[config.mk]
export PLATFORM = sky130hd
export DESIGN_NAME = sync_updn_cntr
export DESIGN_NICKNAME = d
export VERILOG_FILES = /design/src/rtl/sync_updn_cntr.sv
export SDC_FILE = /design/constraint.sdc
export NUM_CORES = 1
export LEC_CHECK = 0
export CAP_MARGIN = 0
export CORE_AREA = 2 2 39 41
export DETAILED_ROUTE_END_ITERATION = 10
export DIE_AREA = 0 0 41 43
export DONT_BUFFER_PORTS = 1
export GPL_ROUTABILITY_DRIVEN = 0
export PLACE_DENSITY = 0.52
export SYNTH_ARGS = -nofsm -noshare
export SYNTH_HDL_FRONTEND = slang
export SYNTH_SLANG_ARGS = --single-unit
[constraint.sdc]
create_clock -name clk -period 3.3 [get_ports clk]
set_input_delay 0.165 -clock clk [delete_from_list [all_inputs] [get_ports clk]]
set_output_delay 0.165 -clock clk [all_outputs]
set_load 0.05 [all_outputs]
[src/rtl/sync_updn_cntr.sv]
// sync_updn_cntr: modulo-MODULUS up/down counter with saturate/wrap modes, load, preset, clear and sticky overflow.
module sync_updn_cntr #(
  parameter int WIDTH   = 4,
  parameter int MODULUS = 16
) (
  input  logic             clk,
  input  logic             rst_n,
  input  logic             en,
  input  logic             up,
  input  logic             sat,
  input  logic             ld,
  input  logic [WIDTH-1:0] din,
  input  logic             pre,
  input  logic             clr,
  output logic [WIDTH-1:0] out,
  output logic             tc,
  output logic             wrap,
  output logic             ovf
);
  localparam logic [WIDTH-1:0] MAX = WIDTH'(MODULUS - 1);
  logic [WIDTH:0]   cnt;
  logic [WIDTH-1:0] out_nxt;
  logic             at_lim, wrap_nxt, ovf_nxt;
  assign cnt    = {1'b0, out};
  assign at_lim = up ? (out == MAX) : (out == '0);
  assign tc     = en & at_lim;
  // One step past a limit either wraps or is blocked; both mark the sticky flag.
  always_comb begin
    out_nxt  = out;
    wrap_nxt = 1'b0;
    ovf_nxt  = ovf;
    if (clr) begin
      out_nxt = '0;
      ovf_nxt = 1'b0;
    end else if (pre) begin
      out_nxt = MAX;
    end else if (ld) begin
      out_nxt = (din > MAX) ? MAX : din;
    end else if (en) begin
      if (at_lim) begin
        ovf_nxt  = 1'b1;
        wrap_nxt = ~sat;
        out_nxt  = sat ? out : (up ? '0 : MAX);
      end else begin
        out_nxt = up ? WIDTH'(cnt + 1'b1) : WIDTH'(cnt - 1'b1);
      end
    end
  end
  always_ff @(posedge clk or negedge rst_n) begin
    if (!rst_n) begin
      out  <= '0;
      wrap <= 1'b0;
      ovf  <= 1'b0;
    end else begin
      out  <= out_nxt;
      wrap <= wrap_nxt;
      ovf  <= ovf_nxt;
    end
  end
endmodule

### Yosys cells after proc, flatten, opt, wreduce, memory -nomap -nowiden

Index checks and enable logic that the tools add are counted.

| storage, ports and cells | value |
|---|---|
| register bits after elaboration | 6 |
| bits of input ports | 12 |
| output and inout port bits | 7 |
| logic and storage cells | 38 |

| operators by class | value |
|---|---|
| add/sub/neg operators | 2 |
| order comparisons | 1 |
| equal/unequal tests | 4 |
| multiplexer cells | 20 |
| bitwise operators | 2 |
| reduce and logical (&&, ||, !) cells | 6 |

Operator list:

| operator | number |
|---|---|
| 4-bit 2-to-1 mux | 9 |
| 1-bit 2-to-1 mux | 11 |
| 5-bit inequality test, second input constant | 1 |
| 4-bit by 1-bit adder with 4-bit output, second input constant | 1 |
| 4-bit equality test, second input constant | 1 |
| 4-bit greater-than comparator, second input constant | 1 |
| 4-bit zero test | 1 |
| 2-bit by 1-bit inequality test with 1-bit output, second input constant | 2 |
| 4-bit AND reduction | 1 |
| 2-bit nonzero test | 2 |
| 4-bit nonzero test | 1 |
| 4-bit by 1-bit subtractor with 4-bit output, second input constant | 1 |
| 2-bit AND reduction | 1 |
| 1-bit bitwise AND | 1 |
| 1-bit inverter | 1 |

### Longest topological paths before layout

| logic depth | value |
|---|---|
| depth after elaboration | 7 |
| mapped depth | 7 |
| gate-level depth less buffers | 7 |

### Worst setup path after synthesis

No wires, ideal clock.

| path | value |
|---|---|
| path kind | reg2reg |
| start point | register out[1] |
| end point | register out[3] |
| library setup time | 0.132 ns |
| arrival | 2.026 ns |
| data required time | 3.168 ns |
| slack | 1.142 ns |
| cell stages (with the launch flop) | 7 |
| buffers on the path | 0 |
| clock period less this slack | 2.158 ns |
| path through | dfrtp_1 ha_1 a21o_1 a21oi_1 mux2_2 a211oi_1 o32ai_1 |

| on the way | value |
|---|---|
| word-level cells in the longest chain between the ends | 7 |
| elaborated cells on any way between the ends | 13 |
| classes of those cells | 2 x add/sub; 2 x eq/ne; 7 x mux; 2 x reduce/logical |

Ends and longest elaborated chain:

| element | RTL line | RTL |
|---|---|---|
| from (decl) | 15 | `output logic [WIDTH-1:0] out,` |
| from (signal assigned) | 55 | `out <= out_nxt;` |
| 4-bit by 1-bit subtractor with 4-bit output, or another cell as far along | 45 | `out_nxt = up ? WIDTH'(cnt + 1'b1) : WIDTH'(cnt - 1'b1);` |
| 4-bit 2-to-1 mux or 1-bit 2-to-1 mux (tied branches) | 45, 25 |  |
| 4-bit 2-to-1 mux | 40 | `if (at_lim) begin` |
| 4-bit 2-to-1 mux | 39 | `end else if (en) begin` |
| 4-bit 2-to-1 mux | 37 | `end else if (ld) begin` |
| 4-bit 2-to-1 mux | 35 | `end else if (pre) begin` |
| 4-bit 2-to-1 mux | 32 | `if (clr) begin` |

Parallel ways exist; a longest one is shown, timed or not. The select of a mux whose other input is x is not followed.
A chain may end at the register's enable or synchronous reset.

### Worst setup path after layout

| path | value |
|---|---|
| start point | register out[0] |
| end point | register wrap |

| on the way | value |
|---|---|
| word-level cells in the longest chain between the ends | 7 |
| elaborated cells on any way between the ends | 8 |
| classes of those cells | 1 x eq/ne; 6 x mux; 1 x reduce/logical |

Ends and longest elaborated chain:

| element | RTL line | RTL |
|---|---|---|
| 4-bit equality test or 4-bit zero test (tied branches) | 25 | `assign at_lim = up ? (out == MAX) : (out == '0);` |
| 1-bit 2-to-1 mux * | 25 |  |
| 1-bit 2-to-1 mux * | 40 |  |
| 1-bit 2-to-1 mux * | 39 |  |
| 1-bit 2-to-1 mux * | 37 |  |
| 1-bit 2-to-1 mux * | 35 |  |
| 1-bit 2-to-1 mux * | 32 |  |
| net wrap_nxt | 23 | `logic at_lim, wrap_nxt, ovf_nxt;` |
| to (signal assigned) | 56 | `wrap <= wrap_nxt;` |
| to (decl) | 17 | `output logic wrap,` |

Mark *: on every way through the listed nets, which the timed path passes. The rest lies on a longest branch.

==> metrics.txt <==
Max Slew Vio Count=0; syn avg cell area=9.053 um2; Clock Pin Slew Worst Setup and Hold Paths=50 ps; share of cells above drive strength 1=12.28%; count of port buffers added during placement=0; Worst-Skew Late Latency=approximately 250 ps; Leakage=0.2370 nW; crit-path cells=or3_1 -> nor3_2 -> o21a_2 -> nor4b_1 -> dlygate4sd3_1; Rows=14; drt wl/cell=15.37 um; DR WL met2=~550 um; CTS tree=yes; synthesized area=about 460 um2; first-pass GRT wire length=1918 um; normalized max-slew margin=54.97%; cell area after layout=534.3 um2; placed inst area=roughly 480 um2; crit path launch type=register; status=finished, final reports clean; die area=1763 um2; Net Count, Synth=66; grt ovf=0; post-DP HPWL=approximately 850 um; initial core utilization=33.36%; Top Metal Used=met3; met3 WL=roughly 72 um; Fin. Hold Viols=0; clock sink count=6; post-CTS setup buffers=0; total track usage=16.45%; Power Total=between 200 and 250 uW; worst endpoint required time=3490 ps; Max FO, Critical Path=8; core area=1384 um2; Cell variety after synth=28; number of CTS-inserted buffers=3; end-of-flow core utilization=38.61%; Total Neg Setup Slack=0 ps; fillers=145; 1st-pass router iterations=4; Area growth syn-to-layout=15.72%; setup violators final=0; Nets=74; CP max stage cell=dfrtp_1; post-synthesis register bit count=6; Die X=41 um; clk root buf=clkbuf_4; ANT cells=0; Max Freq=387.1 MHz; CTS max path bufs=2; vias per cell=5.603; Max VDD drop=263.4 uV; Setup Skew=roughly 13 ps; DRC viols=0; sequential fraction of the synthesis area=32.52%; Hold Path Class=in -> reg; yosys warns=0; # IOs=19; Tcrit/Tclk final=78.29%; setup ws final=716.6 ps; Max-Cap Viols=0; final wirelength=1122 um; wire length on met1=496 um; Pwr per Cell Area=425.1 nW/um2; via count=409; 1st-iter DRT viols=5; ANT nets after route=0; Place WS=slightly above 900 ps; RSZ-0062 raised after global routing=no; WS Path Type=reg -> reg; Die Y=43 um; CP peak stage delay=between 600 and 700 ps; largest net degree at the start of global routing=9; CP Data Arrival Time=2770 ps; # H-tree levels=1; delay-heaviest family, CP=simple AND/OR/NAND/NOR gates; initial antenna violation count=0; min Tclk post-route=between 2000 and 3000 ps; vias in the first global route=421; CP Capture Type=register; worst slew pin tran=between 600 and 700 ps; Synth Instances=51; CP bufs+invs=1
-- cell usage after synthesis --
cell      count  area, um2
mux2_2        1      11.26
mux2_1        2      22.52
o31ai_1       1      7.510
nor3_1        1      5.000
o32ai_1       1      8.760
nand2_1       4      15.01
a211o_1       1      8.760
fa_1          1      20.02
nor2_1        6      22.52
mux2i_1       1      10.01
nand2b_1      1      6.260
o21ai_1       1      5.000
or3_1         2      12.51
xor2_1        1      8.760
nor3_2        1      10.01
a21o_1        1      7.510
ha_1          2      25.02
inv_1         2      7.510
o21a_2        1      8.760
a31oi_1       1      6.260
a211oi_1      3      22.52
nor2b_1       1      6.260
a21oi_1       4      20.02
nand3_1       2      10.01
or2_2         1      6.260
a221oi_1      1      8.760
dfrtp_1       6      150.1
nor4b_1       1      8.760
-- state kept, by name (all words and copies together) (netlist names) --
name  flops
wrap      1
out       4
ovf       1
-- kinds of logic (layout without fill, tap and decap cells) --
logic type / count (synthesis) / count (layout) / share of synthesized area [%]
adders and majority gates: 3 / 3 / 9.755
muxes: 4 / 4 / 9.485
AOI/OAI and AO/OA: 15 / 15 / 22.50
DFF: 6 / 6 / 32.52
buffers and inverters: 2 / 8 / 1.627
xor gates and xnor gates: 1 / 1 / 1.897
and+or+nand+nor: 20 / 20 / 22.22
-- what timing repair did --
item	4_1_cts	5_1_grt
hold buffers	3	0
endpoints found under the hold margin	8	0
resized for setup	0	0
-- power breakdown --
part	total (mW)	leakage, nW	internal [mW]	switching, mW
combinational	0.0497	0.146	0.0239	0.0257
sequential	0.107	0.0773	0.0785	0.0284
clock	0.0705	0.0138	0.0413	0.0291
total	0.227	0.237	0.144	0.0833
-- cells in the final DEF, fill, tap and decap left out, types with 2 or more instances in the layout --
cell / Yosys / routed
a21oi_1: 4 / 4
dlygate4sd3_1: 0 / 3
clkbuf_4: 0 / 3
mux2_1: 2 / 2
nand2_1: 4 / 4
inv_1: 2 / 2
or3_1: 2 / 2
ha_1: 2 / 2
a211oi_1: 3 / 3
dfrtp_1: 6 / 6
nand3_1: 2 / 2
nor2_1: 6 / 6
-- layer usage --
| layer | GRT usage, % | vias up |
|---|---|---|
| li1 | - | 204 |
| met1 | 21.67 | 193 |
| met2 | 23.13 | 12 |
| met3 | 8.901 | 0 |
| met4 | 4.000 | 0 |
| met5 | 0 | - |
-- final timing paths --
check / startpoint / to / slack [ps] / cells after the start
setup / recovery: out[0] / wrap / 720 / 5
hold / removal: clr / out[3] / 20 / 1
setup reg to reg: out[0] / wrap / 720 / 5
hold reg to reg: ovf / ovf / 840 / 2
max in group asynchronous: rst_n / out[2] / 2850 / 1
min in group asynchronous: rst_n / wrap / 220 / 1
-- through the flow --
stage / cells / hold WS, ps
floorplan: 51 / -130.6
global placement: 67 / -130.4
detailed placement: 67 / -130.4
CTS: 73 / 19.04
global route: 73 / 25.97
finish: 73 / 23.62
-- layout make-up --
type | count | area [um2] | share of cell area (%)
tap | 16 | 20.02 | 3.747
inverter | 2 | 7.507 | 1.405
clock buffer | 3 | 22.52 | 4.215
sequential | 6 | 150.1 | 28.10
timing repair buffer | 3 | 30.03 | 5.621
multi-input combinational | 43 | 304.0 | 56.91
No activity file was read; power rests on OpenSTA's default activity.
